File: src/rtl/muldiv_pkg.sv
// ============================================================================
// muldiv_pkg : shared op and FSM state encodings for the iterative mul/div unit
// Revision   : 1.0
// ============================================================================
`default_nettype none

package muldiv_pkg;

    localparam logic [1:0] MUL_OP   = 2'd0;
    localparam logic [1:0] MULHU_OP = 2'd1;
    localparam logic [1:0] DIVU_OP  = 2'd2;
    localparam logic [1:0] REMU_OP  = 2'd3;

    typedef enum logic [1:0] {
        IDLE = 2'd0,
        CALC = 2'd1,
        DONE = 2'd2
    } state_t;

    // Bit 1 of the op code selects the divide datapath.
    function automatic logic op_is_div(input logic [1:0] op);
        return op[1];
    endfunction

endpackage

`default_nettype wire

File: src/rtl/muldiv_step.sv
// ============================================================================
// muldiv_step : one radix-2 shift-add (multiply) or restoring (divide) step
// Revision    : 1.0
// ============================================================================
`default_nettype none

module muldiv_step #(
    parameter int DATA_W = 16
) (
    input  logic [DATA_W:0]   hi_i,
    input  logic [DATA_W-1:0] lo_i,
    input  logic [DATA_W-1:0] b_i,
    input  logic              div_i,
    output logic [DATA_W:0]   hi_o,
    output logic [DATA_W-1:0] lo_o
);

    logic [DATA_W:0]   w_r_shift;
    logic [DATA_W:0]   w_x;
    logic [DATA_W:0]   w_y;
    logic [DATA_W+1:0] w_sum;
    logic              w_unused_msb;

    // The top bit of hi/r is always zero between steps (r < b), so it never feeds the adder.
    assign w_unused_msb = hi_i[DATA_W];
    assign w_r_shift    = {hi_i[DATA_W-1:0], lo_i[DATA_W-1]};

    always_comb begin
        w_x = {1'b0, hi_i[DATA_W-1:0]};
        w_y = lo_i[0] ? {1'b0, b_i} : '0;
        if (div_i) begin
            w_x = w_r_shift;
            w_y = ~{1'b0, b_i};
        end
    end

    // Single shared adder; in divide mode the carry-out is the "no borrow" flag.
    assign w_sum = {1'b0, w_x} + {1'b0, w_y} + {{(DATA_W+1){1'b0}}, div_i};

    always_comb begin
        hi_o = {1'b0, w_sum[DATA_W:1]};
        lo_o = {w_sum[0], lo_i[DATA_W-1:1]};
        if (div_i) begin
            if (w_sum[DATA_W+1]) begin
                hi_o = w_sum[DATA_W:0];
                lo_o = {lo_i[DATA_W-2:0], 1'b1};
            end else begin
                hi_o = w_r_shift;
                lo_o = {lo_i[DATA_W-2:0], 1'b0};
            end
        end
    end

endmodule

`default_nettype wire

File: src/rtl/muldiv_seq.sv
// ============================================================================
// muldiv_seq : iterative MUL/MULHU/DIVU/REMU unit with valid/ready handshakes
//              Optional zero/trivial-operand shortcut: MULDIV_EARLY_OUT_EN
// Revision   : 1.0
// ============================================================================
`default_nettype none

module muldiv_seq
    import muldiv_pkg::*;
#(
    parameter  int DATA_W = 16,
    localparam int CNT_W  = $clog2(DATA_W + 1)
) (
    input  logic              clk,
    input  logic              arst,
    input  logic              req_valid,
    output logic              req_ready,
    input  logic [1:0]        req_op,
    input  logic [DATA_W-1:0] req_a,
    input  logic [DATA_W-1:0] req_b,
    output logic              rsp_valid,
    input  logic              rsp_ready,
    output logic [DATA_W-1:0] rsp_result,
    output logic              rsp_div_by_zero,
    output logic              busy
);

    state_t            state_q, state_d;
    logic [1:0]        op_q, op_d;
    logic [DATA_W-1:0] b_q, b_d;
    logic [DATA_W:0]   hi_q, hi_d;
    logic [DATA_W-1:0] lo_q, lo_d;
    logic [CNT_W-1:0]  cnt_q, cnt_d;
    logic              dbz_q, dbz_d;

    logic [DATA_W:0]   w_hi_nxt;
    logic [DATA_W-1:0] w_lo_nxt;

    muldiv_step #(
        .DATA_W (DATA_W)
    ) u_step (
        .hi_i  (hi_q),
        .lo_i  (lo_q),
        .b_i   (b_q),
        .div_i (op_is_div(op_q)),
        .hi_o  (w_hi_nxt),
        .lo_o  (w_lo_nxt)
    );

    always_ff @(posedge clk or posedge arst) begin
        if (arst) begin
            state_q <= IDLE;
            op_q    <= '0;
            b_q     <= '0;
            hi_q    <= '0;
            lo_q    <= '0;
            cnt_q   <= '0;
            dbz_q   <= 1'b0;
        end else begin
            state_q <= state_d;
            op_q    <= op_d;
            b_q     <= b_d;
            hi_q    <= hi_d;
            lo_q    <= lo_d;
            cnt_q   <= cnt_d;
            dbz_q   <= dbz_d;
        end
    end

    always_comb begin
        state_d = state_q;
        op_d    = op_q;
        b_d     = b_q;
        hi_d    = hi_q;
        lo_d    = lo_q;
        cnt_d   = cnt_q;
        dbz_d   = dbz_q;
        case (state_q)
            IDLE: begin
                if (req_valid) begin
                    op_d    = req_op;
                    b_d     = req_b;
                    hi_d    = '0;
                    lo_d    = req_a;
                    cnt_d   = CNT_W'(DATA_W);
                    dbz_d   = op_is_div(req_op) && (req_b == '0);
                    state_d = CALC;
`ifdef MULDIV_EARLY_OUT_EN
                    // Preload the registers with the final result so DONE reads them unchanged.
                    if (!op_is_div(req_op) && ((req_a == '0) || (req_b == '0))) begin
                        lo_d    = '0;
                        state_d = DONE;
                    end else if (op_is_div(req_op) && (req_b == '0)) begin
                        hi_d    = {1'b0, req_a};
                        lo_d    = '1;
                        state_d = DONE;
                    end else if (op_is_div(req_op) && (req_a < req_b)) begin
                        hi_d    = {1'b0, req_a};
                        lo_d    = '0;
                        state_d = DONE;
                    end
`endif
                end
            end
            CALC: begin
                hi_d  = w_hi_nxt;
                lo_d  = w_lo_nxt;
                cnt_d = cnt_q - CNT_W'(1);
                if (cnt_q == CNT_W'(1)) begin
                    state_d = DONE;
                end
            end
            DONE: begin
                if (rsp_ready) begin
                    state_d = IDLE;
                end
            end
            default: state_d = IDLE;
        endcase
    end

    // op[0] picks the upper register: MULHU -> hi, REMU -> r.
    assign req_ready       = (state_q == IDLE);
    assign rsp_valid       = (state_q == DONE);
    assign busy            = (state_q != IDLE);
    assign rsp_div_by_zero = rsp_valid && dbz_q;
    assign rsp_result      = !rsp_valid ? '0 :
                             (op_q[0] ? hi_q[DATA_W-1:0] : lo_q);

endmodule

`default_nettype wire
File: config.mk
export PLATFORM = sky130hd
export DESIGN_NAME = muldiv_seq
export DESIGN_NICKNAME = d
export VERILOG_FILES = /design/src/rtl/muldiv_pkg.sv /design/src/rtl/muldiv_step.sv /design/src/rtl/muldiv_seq.sv
export SDC_FILE = /design/constraint.sdc
export NUM_CORES = 1
export LEC_CHECK = 0
export BUFFER_PORTS_ARGS = -buffer_cell sky130_fd_sc_hd__buf_4
export CAP_MARGIN = 20
export CORE_MARGIN = 2
export CORE_UTILIZATION = 57
export CTS_CLUSTER_DIAMETER = 30
export DETAILED_ROUTE_END_ITERATION = 8
export GPL_TIMING_DRIVEN = 0
export PLACE_DENSITY = 0.86
export SYNTH_ARGS = -nofsm -noshare
export SYNTH_HDL_FRONTEND = slang
export SYNTH_HIERARCHICAL = 1
export SYNTH_SLANG_ARGS = --single-unit
File: constraint.sdc
create_clock -name clk -period 6.86 [get_ports clk]
set_input_delay 0.343 -clock clk [delete_from_list [all_inputs] [get_ports clk]]
set_output_delay 0.343 -clock clk [all_outputs]
set_load 0.01 [all_outputs]
* Yosys cells after proc, flatten, opt, wreduce, memory -nomap -nowiden
Index checks and enable logic that the tools add are counted.
** Word-level totals
- Flip-flop bits (word level) :: 58
- Output and inout port bits :: 20
** Operators by class
- $add $sub $neg :: 3
- Equality and inequality tests :: 6
- Mux-type cells :: 19
- Bitwise logic cells :: 1
- Reductions and logical operators :: 9
** Operators with widths (count)
- 2-to-1 mux 16 bit :: 8
- one-hot mux 16 bit (2 select lines) :: 2
- 2-to-1 mux 17 bit :: 2
- adder 17 x 17 -> 18 bit :: 1
- adder 18 x 1 -> 18 bit :: 1
- NOT 16 -> 17 bit :: 1
- logical NOT 16 bit :: 1
- one-hot mux 5 bit (2 select lines) :: 1
- 2-to-1 mux 2 bit :: 3
- one-hot mux 2 bit (3 select lines) :: 1
- equality test 5 x 1 -> 1 bit (second input constant) :: 1
- 2-to-1 mux 5 bit :: 1
- subtractor 5 x 1 -> 5 bit (second input constant) :: 1
- != test 2 bit (second input constant) :: 2
- AND reduction 2 bit :: 2
- nonzero test 2 bit :: 2
- AND reduction 3 bit :: 1
- equality test 2 x 1 -> 1 bit (second input constant) :: 1
- equality test 2 bit (second input constant) :: 1
- logical AND 1 bit :: 2
- logical NOT 2 bit :: 1
- != test 2 x 1 -> 1 bit (second input constant) :: 1
- 2-to-1 mux 1 bit :: 1

* Longest topological paths before layout
Gate-level depths: netlist (run 1).
- Depth in word-level cells :: 7
- Depth in mapped cells :: 16
- Gate-level depth less buffers :: 14

* Modules after synthesis
The synthesis (run 1) kept the hierarchy.
** By module, submodules not included
- muldiv_seq :: times used 1, cells an instance 321, area each 2791.4 µm², sequential area each 1476.4 µm²
- muldiv_step :: times used 1, cells an instance 210, area each 1549.0 µm², sequential area each 0.0 µm²

* Least setup slack after synthesis (run 1)
Ideal clock, no wire load.
- Path kind :: reg-to-reg
- From :: reg op_q[1]
- To :: reg hi_q[14]
- Library setup time :: 0.117 ns
- Arrival time :: 3.334 ns
- Data required time :: 6.743 ns
- Slack :: 3.409 ns
- Stages on the path, launching flop included :: 16
- Buffers on the path :: 2
- Period minus slack after synthesis :: 3.451 ns
- Cell sequence :: dfrtp_1 clkbuf_1 buf_1 mux2i_1 fa_1 inv_1 fa_1 a21o_1 a211oi_1 nor4_1 a211o_1 mux2i_1 xor2_1 o221ai_1 nand2_1 nand2_1
** Between the ends
- Longest elaborated chain between the ends :: 6
- Elaborated cells on any way between the ends :: 7
** Ends and longest elaborated chain
- start: declaration :: RTL line muldiv_seq.sv:29 : logic [1:0] op_q, op_d;
- start signal: assignment :: RTL line muldiv_seq.sv:61 : op_q <= op_d;
- 2-to-1 mux 17 bit :: RTL line muldiv_step.sv:31 : if (div_i) begin
- adder 17 x 17 -> 18 bit :: RTL line muldiv_step.sv:38 : assign w_sum = {1'b0, w_x} + {1'b0, w_y} + {{(DATA_W+1){1'b0}}, div_i};
- adder 18 x 1 -> 18 bit :: RTL line muldiv_step.sv:38
- 2-to-1 mux 16 bit :: RTL line muldiv_step.sv:44 : if (w_sum[DATA_W+1]) begin
- 2-to-1 mux 16 bit (*) :: RTL line muldiv_step.sv:43 : if (div_i) begin
- via w_hi_nxt[14] :: RTL line muldiv_seq.sv:36 : logic [DATA_W:0] w_hi_nxt;
- one-hot mux 16 bit (2 select lines) (*) :: RTL line muldiv_seq.sv:78 : case (state_q)
- end signal: assignment :: RTL line muldiv_seq.sv:63 : hi_q <= hi_d;
- end: declaration :: RTL line muldiv_seq.sv:31 : logic [DATA_W:0] hi_q, hi_d;
The timed path passes the listed nets; every way through them passes the cells marked *.
A chain may end at the register's enable or synchronous reset.

* Worst setup path after layout (run 1)
Ends and elaborated chain as after synthesis.

==> results.yml, run 1 <==
status:
  outcome: "completed"
cts:
  numCtsBuffers: 9
  clockBufferDepth: 2
  clk-insertion-delay-late_ps: 350
  root_buffer: "clkbuf_8"
  clock_sinks: 58
  path_clk_slew_ps: 70
  post-cts-setup-buffers: 0
  cts.htree.levels: 3
  cts_tree: "yes"
critical_path:
  worstPathRequired_ps: 7100
  cp-end-kind: "register"
  ff2ff_setup_slack_ps: 2540
  crit_type: "register to register"
  worstPathArrival_ps: 4560
  cp_max_fo: 9
  crit_chain: "clkbuf_1 > buf_1 > mux2i_1 > fa_1 > inv_1 > fa_1 > a21o_1 > a211oi_1 > nor4_1 > a211o_1 > mux2i_1 > xor2_1 > o221ai_1 > nand2_1 > nand2_1"
  crit_path_start_kind: "register"
  cpPeakStageDelay_ps: 480
  crit_family: "compound AO/OA/AOI/OAI gates"
  critPathBufInv: 3
  slowest_stage: "dfrtp_1"
cells_and_area:
  finalInstanceArea_um2: 5050
  nNetsFinal: 650
  n_antenna_cell: 0
  final_common_cell: "nand2_1"
  drive_above_1_share_pct: 22.0
  mostFrequentLayoutCells: "142 x nand2_1, 59 x buf_4, 58 x dfrtp_1"
  num-fill-cells: 596
  area_growth_pct: 18.1
sta:
  worstMarginPinSlew_ps: 576
  rsz0062_at_grt: "no"
  period_minus_slack_ps: 4320
  fin_worst_skew_ps: 8.63
  fin_crit_sh_pct: 63.0
  hold_viol_final: 0
  max_freq_ghz: 0.231
  slew_headroom_pct: 61.6
  setup_tns_ps: 0
  finalMaxSlewViolations: 0
  setup_viol: 0
synthesis:
  syn_nets: 580
  netlist_area_um2: 4280
  syn-instance-count: 523
  avgSynthCellArea_um2: 8.18
  ys.warnings.count: 6
global_route:
  antenna_found_initial: 0
  grt_pass1_wl_um: 18600
  grt_overflow_total: 0
  track_usage_pct: 27.9
  grt_max_degree: 43
  grt_pass1_vias: 3992
placement:
  dpl_cell_area_um2: 4850
  gp_congestion: 0.964
  hpwl_um: 8500
  portBuffers: 57
floorplan:
  die_w_um: 90.6
  ios: 58
  die_h_um: 90.6
  core_um2: 7250
  num_rows: 31
  initial_core_util_pct: 59.0
  dieArea_um2: 8210
run:
  maxCapViolCount: 0
route:
  dr.pass1.iters: 7
  finalWirelength_um: 11300
  drc: 0
  antenna_left: 0
  wl_per_cell_um: 16.3
  first_iter_violations: 439
  routed.top_layer: "met4"
  met1Wirelength_um: 4740
  wl_met2_um: 5430
  vias: 4207
  wl_met3_um: 726
  vias_per_cell: 6.05
power_and_ir_drop:
  p_leak_nw: 2.43
  power_density_nw_per_um2: 619
  total_power_w: 0.00313
  peakVddDrop_mv: 0.285
worst_hold_path:
  hp-class: "input pin to register"
power by group:
part           switching, W  leakage [nW]  internal [W]
clock network      0.000137         0.101      0.000182
logic               0.00121          1.63      0.000904
registers          0.000176         0.693      0.000516
total               0.00152          2.43       0.00160
state kept, by name, indices dropped and copies added, names as in the netlist:
register,count
b_q,16
hi_q,16
lo_q,16
cnt_q,5
op_q,2
state_q,2
dbz_q,1
routing by layer:
| metal | global-route usage (%) | vias up |
|---|---|---|
| li1 | - | 1963 |
| met1 | 37.0 | 2003 |
| met2 | 44.7 | 195 |
| met3 | 3.34 | 46 |
| met4 | 14.7 | 0 |
| met5 | 0 | - |
tightest hold or removal path, stage by stage:
cell and delay, ps:
buf_4 90, nand2_1 40, nand2_1 50
what timing repair did:
item | CTS | global route
gates resized for setup | 0 | 0
hold buffers | 1 | 0
hold endpoints to repair | 12 | 0
layout make-up:
type                       instances  area, um^2  area share (%)
multi-input combinational        418        2580            51.0
sequential                        58        1450            28.7
timing repair buffer              59         458            9.07
buffer                            35         203            4.01
clock buffer                      11         151            3.00
tap                               99         124            2.45
inverter                          12        45.0           0.892
clock inverter                     3        40.0           0.793
through the flow:
stage | utilization (%) | hold slack [ps] | std cells | worst slack (ps)
6_report | 69.6 | 201 | 695 | 2540
5_1_grt | 69.6 | 206 | 695 | 2310
4_1_cts | 69.6 | 198 | 695 | 2700
3_5_place_dp | 66.8 | 357 | 680 | 2740
3_3_place_gp | 66.6 | 473 | 679 | 2820
2_1_floorplan | - | 447 | 523 | 3450
worst paths after layout:
kind,start,to,depth (start not counted)
setup / recovery,op_q[1],hi_q[14],15
hold / removal,req_b[15],b_q[15],3
setup reg to reg,op_q[1],hi_q[14],15
hold reg to reg,cnt_q[4],cnt_q[4],1
max in group asynchronous,arst,hi_q[0],4
min in group asynchronous,arst,b_q[6],3
No activity file was read; power rests on OpenSTA's default activity.
==> run 2: changes to the inputs <==
- ABC_AREA: unset -> 1
- PLACE_DENSITY: 0.86 -> 0.85
- clock period: 6.86 -> 4.4 ns (I/O delays scaled with it)
==> run 2 against run 1 <==
Largest power group unchanged. Hold slack worse by 210 ps. The flow now finishes with violations (hold timing). Critical endpoint is now hi_q[6]. Sequential cell count stayed put. Largest cell class unchanged. Critical path depth is 2 higher.
==> results.yml, run 2 <==
cells_and_area:
  mostFrequentLayoutCells: "366 x nand2_1, 76 x inv_1, 65 x o21ai_0"
  finalInstanceArea_um2: 5670
  drive_above_1_share_pct: 15.8
  reg_top3: "b_q: 16 flops, hi_q: 16 flops, lo_q: 16 flops"
  area_growth_pct: 15.5
  n_antenna_cell: 0
  final_common_cell: "nand2_1"
  final_cells: 981
  nNetsFinal: 928
cts:
  cts_tree: "yes"
  root_buffer: "clkbuf_8"
  post-cts-setup-buffers: 0
  cts.htree.levels: 3
  cts_resized: 0
  ctsHoldBuffers: 0
  path_clk_slew_ps: 80
  numCtsBuffers: 9
  clk-insertion-delay-late_ps: 350
  clockBufferDepth: 2
  clock_sinks: 58
sta:
  fin_worst_skew_ps: 11.6
  timing.hold.ws_ps: -6.07
  rsz0062_at_grt: "no"
  fin_crit_sh_pct: 77.9
  period_minus_slack_ps: 3430
  max_freq_ghz: 0.292
  finalMaxSlewViolations: 0
  worstMarginPinSlew_ps: 736
  setup_viol: 0
  slew_headroom_pct: 50.8
  setup_ws_ps: 973
  hold_viol_final: 11
  setup_tns_ps: 0
global_route:
  grt_pass1_vias: 5242
  track_usage_pct: 31.7
  grt_pass1_wl_um: 24300
  grt_max_degree: 35
  antenna_found_initial: 0
  grt_overflow_total: 0
synthesis:
  avgSynthCellArea_um2: 6.12
  ys.warnings.count: 6
  syn_nets: 859
  netlist_area_um2: 4910
  syn-instance-count: 802
critical_path:
  crit_type: "register to register"
  cp_max_fo: 10
  crit_path_start_kind: "register"
  startpoint: "op_q[1]"
  worstPathRequired_ps: 4630
  cp-end-kind: "register"
  worstPathArrival_ps: 3660
  r2r-start: "op_q[1]"
run:
  maxCapViolCount: 0
floorplan:
  die_h_um: 96.8
  dieArea_um2: 9370
  num_rows: 33
  die_w_um: 96.8
  initial_core_util_pct: 59.1
  core_um2: 8300
  ios: 58
route:
  dr.pass1.iters: 6
  first_iter_violations: 479
  finalWirelength_um: 14700
  vias_per_cell: 5.48
  antenna_left: 0
  drc: 0
  wl_per_cell_um: 15.0
  vias: 5377
power_and_ir_drop:
  total_power_w: 0.00519
  power_density_nw_per_um2: 916
  peakVddDrop_mv: 0.540
  p_leak_nw: 3.20
placement:
  gp_congestion: 0.978
  dp_cells: 965
  portBuffers: 57
  dpl_cell_area_um2: 5490
  hpwl_um: 11600
  place_ws_ps: 1100
status:
  outcome: "finished with violations"
  violations: "hold timing"
worst_hold_path:
  hp-class: "input pin to asynchronous set/reset pin"
[run 2: power by group]
| part | switching (W) | internal (W) |
|---|---|---|
| registers | 0.000220 | 0.000797 |
| logic | 0.00244 | 0.00128 |
| clock network | 0.000246 | 0.000207 |
[run 2: cell type report]
type	count	area [um^2]
multi-input combinational	622	2930
fill	771	2630
sequential	58	1450
timing repair buffer	58	448
inverter	88	335
buffer	34	189
tap	105	131
clock buffer	9	124
clock inverter	7	55.1
[run 2: per-layer routing]
metal / vias up / part of all wire (%) / GRT usage, % / wire length [um]
met1: 2442 / 42 / 41.1 / 6170
met3: 42 / 7.9 / 4.77 / 1160
met5: - / 0 / 0 / 0
li1: 2639 / - / - / -
met4: 0 / 3.2 / 13.3 / 471
met2: 254 / 47 / 52.8 / 6900
[run 2: critical path, cell delays in order, from the launching register on]
cell      delay (ps)
dfrtp_1          350
buf_4            180
clkbuf_1         430
o21ai_0          160
o21ai_0          140
fa_1             250
inv_1            100
fa_1             460
nand3_1          110
nand3_1          170
nand2_1          110
nand2_1          110
xnor2_1          330
nand2_1           90
nand2_1           70
o21ai_0           90
nand2_1           90
o21ai_1           60
[run 2: final timing paths]
check,cells after the start,slack [ps],endpoint
max,17,970,hi_q[6]
min,2,-6,cnt_q[4]
max reg2reg,17,970,hi_q[6]
min reg2reg,2,490,dbz_q
max in group asynchronous,3,3800,hi_q[3]
min in group clk,3,70,b_q[15]
[run 2: through the flow]
| step | utilization [%] | hold WS [ps] |
|---|---|---|
| 5_1_grt | 68.3 | 70.7 |
| 3_5_place_dp | 66.1 | 401 |
| 6_report | 68.3 | -6.07 |
| 2_1_floorplan | - | 330 |
| 3_3_place_gp | 65.9 | 427 |
| 4_1_cts | 68.3 | 17.8 |
